### src/rtl/multicycle_controller.sv
// Multi-cycle MIPS control FSM with memory handshake, timeout watchdog and illegal-opcode flag.
// Optional PERF_COUNTER_EN adds cycle and retired-instruction counters.
module multicycle_controller #(
  parameter int MEM_TIMEOUT = 16,
  parameter int CNT_W       = 32
) (
  input  logic             i_clk,
  input  logic             i_rst_n,
  input  logic [31:0]      i_instruction,
  input  logic             i_zero,
  input  logic             i_mem_ready,
  output logic             o_pc_write,
  output logic             o_iord,
  output logic             o_ir_write,
  output logic             o_mem_read,
  output logic             o_mem_write,
  output logic             o_reg_dst,
  output logic             o_mem_to_reg,
  output logic             o_reg_write,
  output logic             o_alu_src_a,
  output logic [1:0]       o_alu_src_b,
  output logic [1:0]       o_alu_op,
  output logic [1:0]       o_pc_src,
  output logic             o_illegal_op,
  output logic             o_mem_timeout,
`ifdef PERF_COUNTER_EN
  output logic [CNT_W-1:0] o_cycle_count,
  output logic [CNT_W-1:0] o_instr_count,
`endif
  output logic [3:0]       o_state
);

  typedef enum logic [3:0] {
    S_IDLE      = 4'd0,
    S_FETCH     = 4'd1,
    S_DECODE    = 4'd2,
    S_MEM_ADDR  = 4'd3,
    S_MEM_READ  = 4'd4,
    S_MEM_WB    = 4'd5,
    S_MEM_WRITE = 4'd6,
    S_R_EXEC    = 4'd7,
    S_R_WB      = 4'd8,
    S_BRANCH    = 4'd9,
    S_JUMP      = 4'd10,
    S_I_EXEC    = 4'd11,
    S_I_WB      = 4'd12
  } state_t;

  localparam logic [5:0] OP_RTYPE = 6'b000000;
  localparam logic [5:0] OP_LW    = 6'b100011;
  localparam logic [5:0] OP_SW    = 6'b101011;
  localparam logic [5:0] OP_BEQ   = 6'b000100;
  localparam logic [5:0] OP_J     = 6'b000010;
  localparam logic [5:0] OP_ADDI  = 6'b001000;

  localparam int WD_W = (MEM_TIMEOUT > 2) ? $clog2(MEM_TIMEOUT) : 1;
  localparam logic [WD_W-1:0] WD_LAST = (MEM_TIMEOUT > 0) ? WD_W'(MEM_TIMEOUT - 1) : '0;
  localparam logic WD_EN = (MEM_TIMEOUT > 0);

  state_t          r_state;
  state_t          w_next_state;
  logic [WD_W-1:0] r_wd_cnt;
  logic            r_illegal_op;
  logic            r_mem_timeout;
  logic            w_mem_wait;
  logic            w_expire;
  logic            w_illegal_dec;
  logic [5:0]      w_opcode;
  logic            w_unused;

  assign w_opcode = i_instruction[31:26];
  assign w_unused = &{1'b0, i_instruction[25:0], (CNT_W > 0)};

  // A memory-facing state stalled on the handshake is what the watchdog measures.
  assign w_mem_wait = ((r_state == S_FETCH) || (r_state == S_MEM_READ) || (r_state == S_MEM_WRITE))
                      && !i_mem_ready;
  assign w_expire   = WD_EN && w_mem_wait && (r_wd_cnt == WD_LAST);

  // State register
  always_ff @(posedge i_clk or negedge i_rst_n) begin
    if (!i_rst_n) begin
      r_state <= S_IDLE;
    end else begin
      r_state <= w_next_state;
    end
  end

  // Next-state decode; an expired watchdog abandons the instruction and refetches
  always_comb begin
    w_next_state  = r_state;
    w_illegal_dec = 1'b0;
    case (r_state)
      S_IDLE:      w_next_state = S_FETCH;
      S_FETCH: begin
        if (i_mem_ready) begin
          w_next_state = S_DECODE;
        end else begin
          w_next_state = S_FETCH;
        end
      end
      S_DECODE: begin
        case (w_opcode)
          OP_RTYPE:      w_next_state = S_R_EXEC;
          OP_LW, OP_SW:  w_next_state = S_MEM_ADDR;
          OP_BEQ:        w_next_state = S_BRANCH;
          OP_J:          w_next_state = S_JUMP;
          OP_ADDI:       w_next_state = S_I_EXEC;
          default: begin
            w_illegal_dec = 1'b1;
            w_next_state  = S_FETCH;
          end
        endcase
      end
      S_MEM_ADDR: begin
        case (w_opcode)
          OP_LW:   w_next_state = S_MEM_READ;
          OP_SW:   w_next_state = S_MEM_WRITE;
          default: w_next_state = S_FETCH;
        endcase
      end
      S_MEM_READ: begin
        if (i_mem_ready) begin
          w_next_state = S_MEM_WB;
        end else if (w_expire) begin
          w_next_state = S_FETCH;
        end else begin
          w_next_state = S_MEM_READ;
        end
      end
      S_MEM_WRITE: begin
        if (i_mem_ready || w_expire) begin
          w_next_state = S_FETCH;
        end else begin
          w_next_state = S_MEM_WRITE;
        end
      end
      S_R_EXEC:    w_next_state = S_R_WB;
      S_I_EXEC:    w_next_state = S_I_WB;
      S_MEM_WB, S_R_WB, S_I_WB, S_BRANCH, S_JUMP: w_next_state = S_FETCH;
      default:     w_next_state = S_IDLE;
    endcase
  end

  // Watchdog counter and sticky error flags
  always_ff @(posedge i_clk or negedge i_rst_n) begin
    if (!i_rst_n) begin
      r_wd_cnt      <= '0;
      r_illegal_op  <= 1'b0;
      r_mem_timeout <= 1'b0;
    end else begin
      if (WD_EN && w_mem_wait && !w_expire) begin
        r_wd_cnt <= r_wd_cnt + WD_W'(1);
      end else begin
        r_wd_cnt <= '0;
      end
      r_illegal_op  <= r_illegal_op | w_illegal_dec;
      r_mem_timeout <= r_mem_timeout | w_expire;
    end
  end

  // Moore control decode; PCWrite/IRWrite additionally qualified by MemReady/Zero
  always_comb begin
    o_pc_write   = 1'b0;
    o_iord       = 1'b0;
    o_ir_write   = 1'b0;
    o_mem_read   = 1'b0;
    o_mem_write  = 1'b0;
    o_reg_dst    = 1'b0;
    o_mem_to_reg = 1'b0;
    o_reg_write  = 1'b0;
    o_alu_src_a  = 1'b0;
    o_alu_src_b  = 2'b00;
    o_alu_op     = 2'b00;
    o_pc_src     = 2'b00;
    case (r_state)
      S_FETCH: begin
        o_mem_read  = 1'b1;
        o_alu_src_b = 2'b01;
        o_ir_write  = i_mem_ready;
        o_pc_write  = i_mem_ready;
      end
      S_DECODE:    o_alu_src_b = 2'b11;
      S_MEM_ADDR, S_I_EXEC: begin
        o_alu_src_a = 1'b1;
        o_alu_src_b = 2'b10;
      end
      S_MEM_READ: begin
        o_mem_read = 1'b1;
        o_iord     = 1'b1;
      end
      S_MEM_WB: begin
        o_reg_write  = 1'b1;
        o_mem_to_reg = 1'b1;
      end
      S_MEM_WRITE: begin
        o_mem_write = 1'b1;
        o_iord      = 1'b1;
      end
      S_R_EXEC: begin
        o_alu_src_a = 1'b1;
        o_alu_op    = 2'b10;
      end
      S_R_WB: begin
        o_reg_write = 1'b1;
        o_reg_dst   = 1'b1;
      end
      S_I_WB:      o_reg_write = 1'b1;
      S_BRANCH: begin
        o_alu_src_a = 1'b1;
        o_alu_op    = 2'b01;
        o_pc_src    = 2'b01;
        o_pc_write  = i_zero;
      end
      S_JUMP: begin
        o_pc_src   = 2'b10;
        o_pc_write = 1'b1;
      end
      default: o_pc_write = 1'b0;
    endcase
  end

  assign o_illegal_op  = r_illegal_op;
  assign o_mem_timeout = r_mem_timeout;
  assign o_state       = r_state;

`ifdef PERF_COUNTER_EN
  logic [CNT_W-1:0] r_cycle_count;
  logic [CNT_W-1:0] r_instr_count;
  logic             w_retire;

  // sw retires from MEM_WRITE on completion; a watchdog abort is not a retirement
  assign w_retire = (w_next_state == S_FETCH) && !w_expire &&
                    ((r_state == S_MEM_WB) || (r_state == S_R_WB) || (r_state == S_I_WB) ||
                     (r_state == S_BRANCH) || (r_state == S_JUMP) || (r_state == S_MEM_WRITE));

  // Free-running performance counters, wrapping naturally
  always_ff @(posedge i_clk or negedge i_rst_n) begin
    if (!i_rst_n) begin
      r_cycle_count <= '0;
      r_instr_count <= '0;
    end else begin
      r_cycle_count <= r_cycle_count + CNT_W'(1);
      if (w_retire) begin
        r_instr_count <= r_instr_count + CNT_W'(1);
      end else begin
        r_instr_count <= r_instr_count;
      end
    end
  end

  assign o_cycle_count = r_cycle_count;
  assign o_instr_count = r_instr_count;
`endif

endmodule

### config.mk
export PLATFORM = sky130hd
export DESIGN_NAME = multicycle_controller
export DESIGN_NICKNAME = d
export VERILOG_FILES = /design/src/rtl/multicycle_controller.sv
export SDC_FILE = /design/constraint.sdc
export NUM_CORES = 1
export LEC_CHECK = 0
export CORE_MARGIN = 1.5
export CORE_UTILIZATION = 34
export CTS_CLUSTER_DIAMETER = 60
export DETAILED_ROUTE_END_ITERATION = 12
export GPL_TIMING_DRIVEN = 1
export MAX_ROUTING_LAYER = met4
export PLACE_DENSITY = 0.8
export SYNTH_ARGS = -nofsm -noshare
export SYNTH_HDL_FRONTEND = slang
export SYNTH_SLANG_ARGS = --single-unit
### constraint.sdc
create_clock -name i_clk -period 2.06 [get_ports i_clk]
set_input_delay 0.206 -clock i_clk [delete_from_list [all_inputs] [get_ports i_clk]]
set_output_delay 0.206 -clock i_clk [all_outputs]
set_load 0.03 [all_outputs]
# After elaboration in Yosys (flattened, before gate mapping)
# Index checks and enable logic that the tools add are counted.
dict set report totals {
  ram_bits 0
  output_inout_bits 21
  latch_bits 0
  elab_cells 65
  regBits 10
  n_memories 0
  mem_bits_ro 0
}
dict set report op_classes {
  n_bitwise 2
  n_div 0
  add_sub_neg 1
  n_reduce_logical 18
  n_mul 0
  n_lt_le_gt_ge 0
  n_eq_ne 18
  shifts 0
  mux 22
}
# op n
set op_table {}
lappend op_table {{$pmux 4 s8} 1}
lappend op_table {{$eq 4x4->1 const B} 6}
lappend op_table {{$pmux 4 s5} 1}
lappend op_table {{$eq 4x3->1 const B} 4}
lappend op_table {{$eq 6x6->1 const B} 2}
lappend op_table {{$reduce_or 6->1} 2}
lappend op_table {{$mux 1} 10}
lappend op_table {{$mux 3} 3}
lappend op_table {{$eq 4x2->1 const B} 2}
lappend op_table {{$pmux 2 s2} 2}
lappend op_table {{$reduce_or 2->1} 4}
lappend op_table {{$eq 6x2->1 const B} 1}
lappend op_table {{$eq 6x3->1 const B} 1}
lappend op_table {{$eq 6x4->1 const B} 1}
lappend op_table {{$logic_not 6->1} 1}
lappend op_table {{$pmux 2 s3} 1}
lappend op_table {{$pmux 3 s2} 1}
lappend op_table {{$add 4x1->4 const B} 1}
lappend op_table {{$eq 4x1->1 const B} 1}
lappend op_table {{$logic_not 4->1} 1}
lappend op_table {{$mux 4} 1}
lappend op_table {{$reduce_or 4->1} 1}
lappend op_table {{$logic_and 1x1->1} 3}
lappend op_table {{$logic_or 1x1->1} 3}
lappend op_table {{5 further kinds} 7}

# Depth between registers and ports, before layout
# Gate-level depths: netlist of run 1.
dict set report logic_depth {
  word_depth 8
  depth_mapped 5
  ltp_nobuf 5
}

# Worst setup path before layout of run 1
# Ideal clock, no wire load.
dict set report synth_timing {
  path_type {flip-flop to output port}
  startpoint {register r_state[1], in the netlist o_state[1]}
  endpoint {output o_pc_write}
  path_slack_ps 4
  stages_incl_launch_ff 6
  t_required_ps 1854
  t_arrival_ps 1850
  path_cell_list {dfrtp_1 > clkbuf_1 > inv_1 > nand2_1 > nor2_1 > a211o_1}
}
dict set report synth_via {
  elab_chain_len 2
}
# item line_no
set synth_lines {}
lappend synth_lines {{from (decl)} 60} ;# state_t r_state;
lappend synth_lines {{from (signal assigned)} 84} ;# r_state <= w_next_state;
lappend synth_lines {{$eq 4x4->1 or $eq 4x1->1 (tied branches)} 175} ;# case (r_state)
lappend synth_lines {{$pmux 1 s3 (*)} 175}
lappend synth_lines {{to (decl)} 12} ;# output logic o_pc_write,
# Mark *: on every way between the ends. The rest lies on a longest branch, timed or not.

# Worst setup path in the final report of run 1
dict set report layout_timing {
  startpoint {register r_state[0], in the netlist o_state[0]}
  endpoint {output o_mem_write}
}
dict set report layout_via {
  elab_chain_len 2
}
# item line_no
set layout_lines {}
lappend layout_lines {{$eq 4x3->1} 175}
lappend layout_lines {{$mux 1} 175}
lappend layout_lines {{to (decl)} 16} ;# output logic o_mem_write,
# Every way passes these cells.

==> flow_metrics.py, run 1 <==
metrics = {
    "run_status": {
        "status": "complete, no violations",
    },
    "timing": {
        "setup_viol": 0,
        "period_share": 0.961,
        "tns_ns": 0,
        "fmax_mhz": 505,
        "rsz0062_at_grt": "no",
        "slew_violations": 0,
        "hold_viol": 0,
        "layout_min_cycle_time_ns": 1.98,
        "relSlewSlack": 0.684,
        "worst_slack_ns": 0.0804,
        "worst_pin_slew_ns": 0.472,
        "skew_ns": 0.00677,
    },
    "synth": {
        "synthTopCellsByArea": "dfrtp_1 (32%), nor2_1 (8.3%), nand2b_1 (5.7%)",
        "netlist_area_um2": 773,
        "yosysSeqAreaShare": 0.324,
        "synthArstFlopShare": 1.00,
        "syn_inst": 99,
        "synthTopCellsByCount": "nor2_1 (17), dfrtp_1 (10), nand2b_1 (7), nand3_1 (7)",
        "synth.net_count": 136,
        "synth_top_area_share": 0.324,
        "synth_edf_count": 0,
        "synth_cell_types": 39,
        "yosysMostFrequentCell": "nor2_1",
        "synth_area_per_cell_um2": 7.81,
        "ys.warnings.count": 0,
        "ys_seq_elements": 10,
        "synth_largest_area_cell": "dfrtp_1",
        "synth_ff_type": "dfrtp_1",
    },
    "worst_setup_path": {
        "worstPathMaxFanout": 9,
        "worstPathRequired_ns": 1.85,
        "endpoint_kind": "output pin",
        "worst-setup-path-type": "reg -> out",
        "rr_endpoint": "o_state[2]",
        "cp.arrival_ns": 1.77,
        "startpoint_type": "register",
        "r2r_slack_ns": 0.17,
        "r2r_start": "o_state[2]",
        "reg2regPathDepth": 5,
    },
    "drt": {
        "finalWirelength_um": 2200,
        "viasPerCell": 5.59,
        "ant_nets": 0,
        "wl_per_cell_um": 13.6,
        "drtIter0Drc": 33,
        "first_pass_iters": 4,
        "vias": 906,
        "drc_errors": 0,
    },
    "clock_network": {
        "ctsResizeCount": 6,
        "cts_made_buffers": 3,
        "cts_tree": "built",
        "clkTransAtPathRegs_ns": 0.07,
        "cts.path.max_buffers": 2,
        "clkSinkCount": 10,
        "cts_setup_buffers": 0,
        "cts_root_buf": "clkbuf_4",
        "h-tree-depth": 1,
        "hold_buffers": 0,
        "clk_latency_ns": 0.26,
    },
    "run": {
        "drv_cap": 0,
    },
    "cells_and_area": {
        "final_cells": 162,
        "syn_to_final_growth_pct": 51.9,
        "antenna_cells": 0,
        "final_area_mm2": 0.00117,
        "layout-drive-gt1-share": 0.119,
        "final_nets": 173,
        "final_util": 0.542,
    },
    "grt": {
        "grt.overflow.total": 0,
        "grt_pass1_vias": 843,
        "track_usage": 0.193,
        "grt_max_degree": 12,
        "grt_pass1_wl_um": 3710,
        "antenna_found_initial": 0,
    },
    "place": {
        "pre_cts_ws_ns": 0.175,
        "port_buffers": 30,
        "gp_routability_congestion": 0.926,
        "dpl-instance-area_mm2": 0.00114,
        "dp_hpwl_um": 1670,
        "dp.cells": 159,
    },
    "die": {
        "die_h_um": 50.7,
        "die_w_um": 50.7,
        "start_util": 0.356,
        "rows": 17,
        "pin_count": 57,
        "core_area_mm2": 0.00217,
        "die_area_mm2": 0.00257,
    },
    "power": {
        "vdd_drop_max_mv": 0.547,
        "p_leak_nw": 0.595,
        "powerDensity_mw_per_mm2": 916,
    },
    "min_path": {
        "holdCritPathClass": "in -> async",
    },
}
flip-flops by register name (all words and copies together), names as in the netlist:
name,flops
r_wd_cnt,4
o_mem_timeout,1
o_state,4
o_illegal_op,1
critical path, cell delays in order, from the launching register on:
cell and delay [ns]:
dfrtp_1 0.47, nand2b_2 0.27, nor2_1 0.10, clkdlybuf4s50_1 0.67
final cells by class:
type / instances / area [µm²]
multi-input cells: 77 / 477
fillers: 201 / 995
inverters: 5 / 18.8
clock buffers: 3 / 22.5
flip-flops and latches: 10 / 250
repair buffers: 39 / 372
well taps: 28 / 35.0
routing by layer:
| metal | GRT usage | share of wire |
|---|---|---|
| met5 | - | 0 |
| met4 | 0.122 | 0.016 |
| met3 | 0.0179 | 0.082 |
| met2 | 0.300 | 0.49 |
| met1 | 0.242 | 0.42 |
placed cells by master, fill, tap and decap left out, types with 3 or more instances in the layout:
cell type         n
dfrtp_1          10
o21ai_0           3
nor2_1           17
clkdlybuf4s50_1  19
nand3_1           7
nor3_1            6
dlymetal6s2s_1    5
nand2_1           6
clkbuf_4          3
dlygate4sd2_1     5
buf_4            10
inv_1             5
nand2b_1          6
power by group:
group	leakage [nW]	total, W	switching (W)	internal [W]
clock	0.0138	0.000131	0.0000638	0.0000673
combinational	0.454	0.000675	0.000398	0.000277
sequential	0.128	0.000270	0.0000412	0.000229
total	0.595	0.00108	0.000503	0.000573
cell families (layout without fill, tap and decap cells):
logic type	after synthesis	in the layout	share of synthesized area
simple gates	52	52	0.343
compound gates	21	21	0.220
buf+inv	12	47	0.0631
flops	10	10	0.324
xor+xnor	3	3	0.0340
fa+ha+maj	1	1	0.0162
worst max path at each step:
stage | startpoint | to | slack (ns) | cells past startpoint
CTS | o_state[0] | o_pc_src[1] | 0.02 | 3
global placement | o_state[0] | o_pc_write | 0.21 | 4
finish | o_state[0] | o_mem_write | 0.08 | 3
detailed placement | o_state[0] | o_alu_src_b[0] | 0.17 | 3
global route | o_state[0] | o_mem_write | 0.009 | 3
floorplan | o_state[1] | o_pc_write | 0.004 | 5
stage by stage:
stage / total power [W] / hold slack, ns
detailed placement: 0.000967 / 0.448
CTS: 0.00109 / 0.268
floorplan: 0.000684 / -0.0896
global route: 0.00114 / 0.308
finish: 0.00108 / 0.264
global placement: 0.000951 / 0.444
Power figures use the tool's default switching activity.
==> inputs of run 2 (changes only) <==
--- a/config.mk
+++ b/config.mk
@@ -11,7 +11,7 @@
 export DETAILED_ROUTE_END_ITERATION = 12
 export GPL_TIMING_DRIVEN = 1
 export MAX_ROUTING_LAYER = met4
-export PLACE_DENSITY = 0.8
+export PLACE_DENSITY = 0.87
 export SYNTH_ARGS = -nofsm -noshare
 export SYNTH_HDL_FRONTEND = slang
 export SYNTH_SLANG_ARGS = --single-unit
==> constraint.sdc (replaced) <==
create_clock -name i_clk -period 2.06 [get_ports i_clk]
set_input_delay 0.206 -clock i_clk [delete_from_list [all_inputs] [get_ports i_clk]]
set_output_delay 0.206 -clock i_clk [all_outputs]
set_load 0.01 [all_outputs]
==> flow_metrics.py, run 2 (synthesis results as in run 1) <==
metrics = {
    "drt": {
        "drc_errors": 0,
        "viasPerCell": 5.60,
        "wl_per_cell_um": 13.9,
        "finalWirelength_um": 2280,
        "ant_nets": 0,
        "first_pass_iters": 4,
        "drtIter0Drc": 54,
        "vias": 919,
    },
    "cells_and_area": {
        "layout_commonest_cell": "clkdlybuf4s50_1",
        "regArea_um2": 254,
        "antenna_cells": 0,
        "layout-drive-gt1-share": 0.154,
        "final_cells": 164,
        "multi_input_area_um2": 479,
        "layout_common_cells": "clkdlybuf4s50_1 (29), nor2_1 (16), buf_4 (10)",
        "final_nets": 174,
        "syn_to_final_growth_pct": 55.3,
        "fill_cells": 212,
        "final_util": 0.554,
    },
    "worst_setup_path": {
        "worstPathMaxFanout": 11,
        "crit_chain": "nand2b_1 -> nor2_2 -> a211o_1 -> clkdlybuf4s50_1",
        "crit_slowest_cell": "clkdlybuf4s50_1",
        "endpoint_kind": "output pin",
        "r2r_start": "o_state[2]",
        "startpoint_type": "register",
        "rr_endpoint": "o_state[2]",
        "worst-setup-path-type": "reg -> out",
        "critical_path_buf_inv_count": 1,
        "worst_path_dominant_cell_family": "buffers and inverters",
        "reg2regPathDepth": 4,
        "cp.arrival_ns": 1.79,
        "worstPathRequired_ns": 1.85,
        "critPathMaxStageDelay_ns": 0.53,
        "r2r_slack_ns": 0.25,
    },
    "clock_network": {
        "h-tree-depth": 1,
        "hold_buffers": 0,
        "cts_tree": "built",
        "cts_made_buffers": 3,
        "clkSinkCount": 10,
        "clkTransAtPathRegs_ns": 0.07,
        "cts_root_buf": "clkbuf_4",
        "clk_latency_ns": 0.27,
        "cts.path.max_buffers": 2,
    },
    "power": {
        "powerDensity_mw_per_mm2": 871,
        "vdd_drop_max_mv": 0.505,
        "switchingPower_w": 0.000403,
        "pwr-share-seq": 0.265,
        "switching_share": 0.385,
        "combPwrFrac": 0.563,
        "power.internal_w": 0.000643,
        "clkPwrFrac": 0.172,
        "p_leak_nw": 0.509,
    },
    "place": {
        "gp_routability_congestion": 0.846,
        "dp.cells": 158,
        "port_buffers": 30,
        "dp_hpwl_um": 1740,
        "pre_cts_ws_ns": 0.217,
    },
    "timing": {
        "slew_violations": 0,
        "rsz0062_at_grt": "yes",
        "layout_min_cycle_time_ns": 2.00,
        "worst_slack_ns": 0.0598,
        "fmax_mhz": 500,
        "skew_ns": 0.000511,
        "setup_viol": 0,
        "period_share": 0.971,
        "hold_viol": 0,
        "relSlewSlack": 0.686,
        "worst_pin_slew_ns": 0.469,
    },
    "die": {
        "die_w_um": 50.7,
        "die_area_mm2": 0.00257,
        "pin_count": 57,
        "rows": 17,
        "start_util": 0.356,
        "core_area_mm2": 0.00217,
        "die_h_um": 50.7,
    },
    "grt": {
        "grt_max_degree": 13,
        "grt_pass1_wl_um": 3680,
        "grt.overflow.total": 0,
        "antenna_found_initial": 0,
        "track_usage": 0.192,
        "grt_pass1_vias": 825,
    },
    "run_status": {
        "status": "complete, no violations",
    },
    "run": {
        "drv_cap": 0,
    },
    "min_path": {
        "holdCritPathClass": "in -> async",
    },
}
==> run 2: area by class of cell <==
cell class / instances / share of cell area
Timing Repair Buffer: 40 / 0.315
Tap cell: 28 / 0.0292
Clock buffer: 4 / 0.0302
Multi-Input combinational cell: 77 / 0.399
Inverter: 5 / 0.0156
Sequential cell: 10 / 0.211
==> run 2: through the flow <==
step	cell area [µm²]	hold slack (ns)	setup TNS, ns	total power (W)
final	1200	0.257	0	0.00105
after global routing	1200	0.303	-0.0502	0.00112
after CTS	1180	0.266	0	0.00104
after detailed placement	1140	0.455	0	0.000850
after global placement	1140	0.446	0	0.000835
after floorplan	773	-0.0896	0	0.000564
==> run 2: per-layer routing <==
metal  vias to the layer above  GRT usage  share of wire
met3                         8     0.0179          0.066
met2                        46      0.300           0.47
li1                        434          -              -
met1                       431      0.246           0.44
met5                         -          -              0
met4                         0     0.0991          0.019
==> run 2: repair_timing <==
| item | 4_1_cts | 5_1_grt |
|---|---|---|
| gates resized for setup | 3 | 4 |
| setup endpoints to repair | 4 | 4 |
| buffers inserted | 0 | 2 |
| pin swaps | 0 | 0 |
==> run 2: worst max-delay path by stage <==
stage / from / to / slack (ns) / depth (start not counted)
2_1_floorplan: o_state[2] / o_state[2] / 0.44 / 4
3_3_place_gp: o_state[2] / o_state[2] / 0.22 / 4
3_5_place_dp: o_state[2] / o_state[2] / 0.22 / 4
4_1_cts: o_state[2] / o_pc_write / 0.02 / 4
5_1_grt: o_state[2] / o_pc_write / -0.04 / 5
6_report: o_state[2] / o_pc_write / 0.06 / 4
==> run 2: power groups by stage <==
stage               registers [W]  clock network, W  logic, W
floorplan                0.000262                 0  0.000302
global placement         0.000273                 0  0.000563
detailed placement       0.000277                 0  0.000573
CTS                      0.000276          0.000185  0.000582
global route             0.000286          0.000195  0.000638
finish                   0.000277          0.000180  0.000589
==> inputs of run 3 (changes only) <==
--- a/config.mk
+++ b/config.mk
@@ -5,9 +5,10 @@
 export SDC_FILE = /design/constraint.sdc
 export NUM_CORES = 1
 export LEC_CHECK = 0
+export ABC_CLOCK_PERIOD_IN_PS = 2060
 export CORE_MARGIN = 1.5
 export CORE_UTILIZATION = 34
-export CTS_CLUSTER_DIAMETER = 60
+export CTS_CLUSTER_DIAMETER = 120
 export DETAILED_ROUTE_END_ITERATION = 12
 export GPL_TIMING_DRIVEN = 1
 export MAX_ROUTING_LAYER = met4
==> results of run 3 <==
Same layout as run 2: the final DEF is identical, and so are final timing and power.
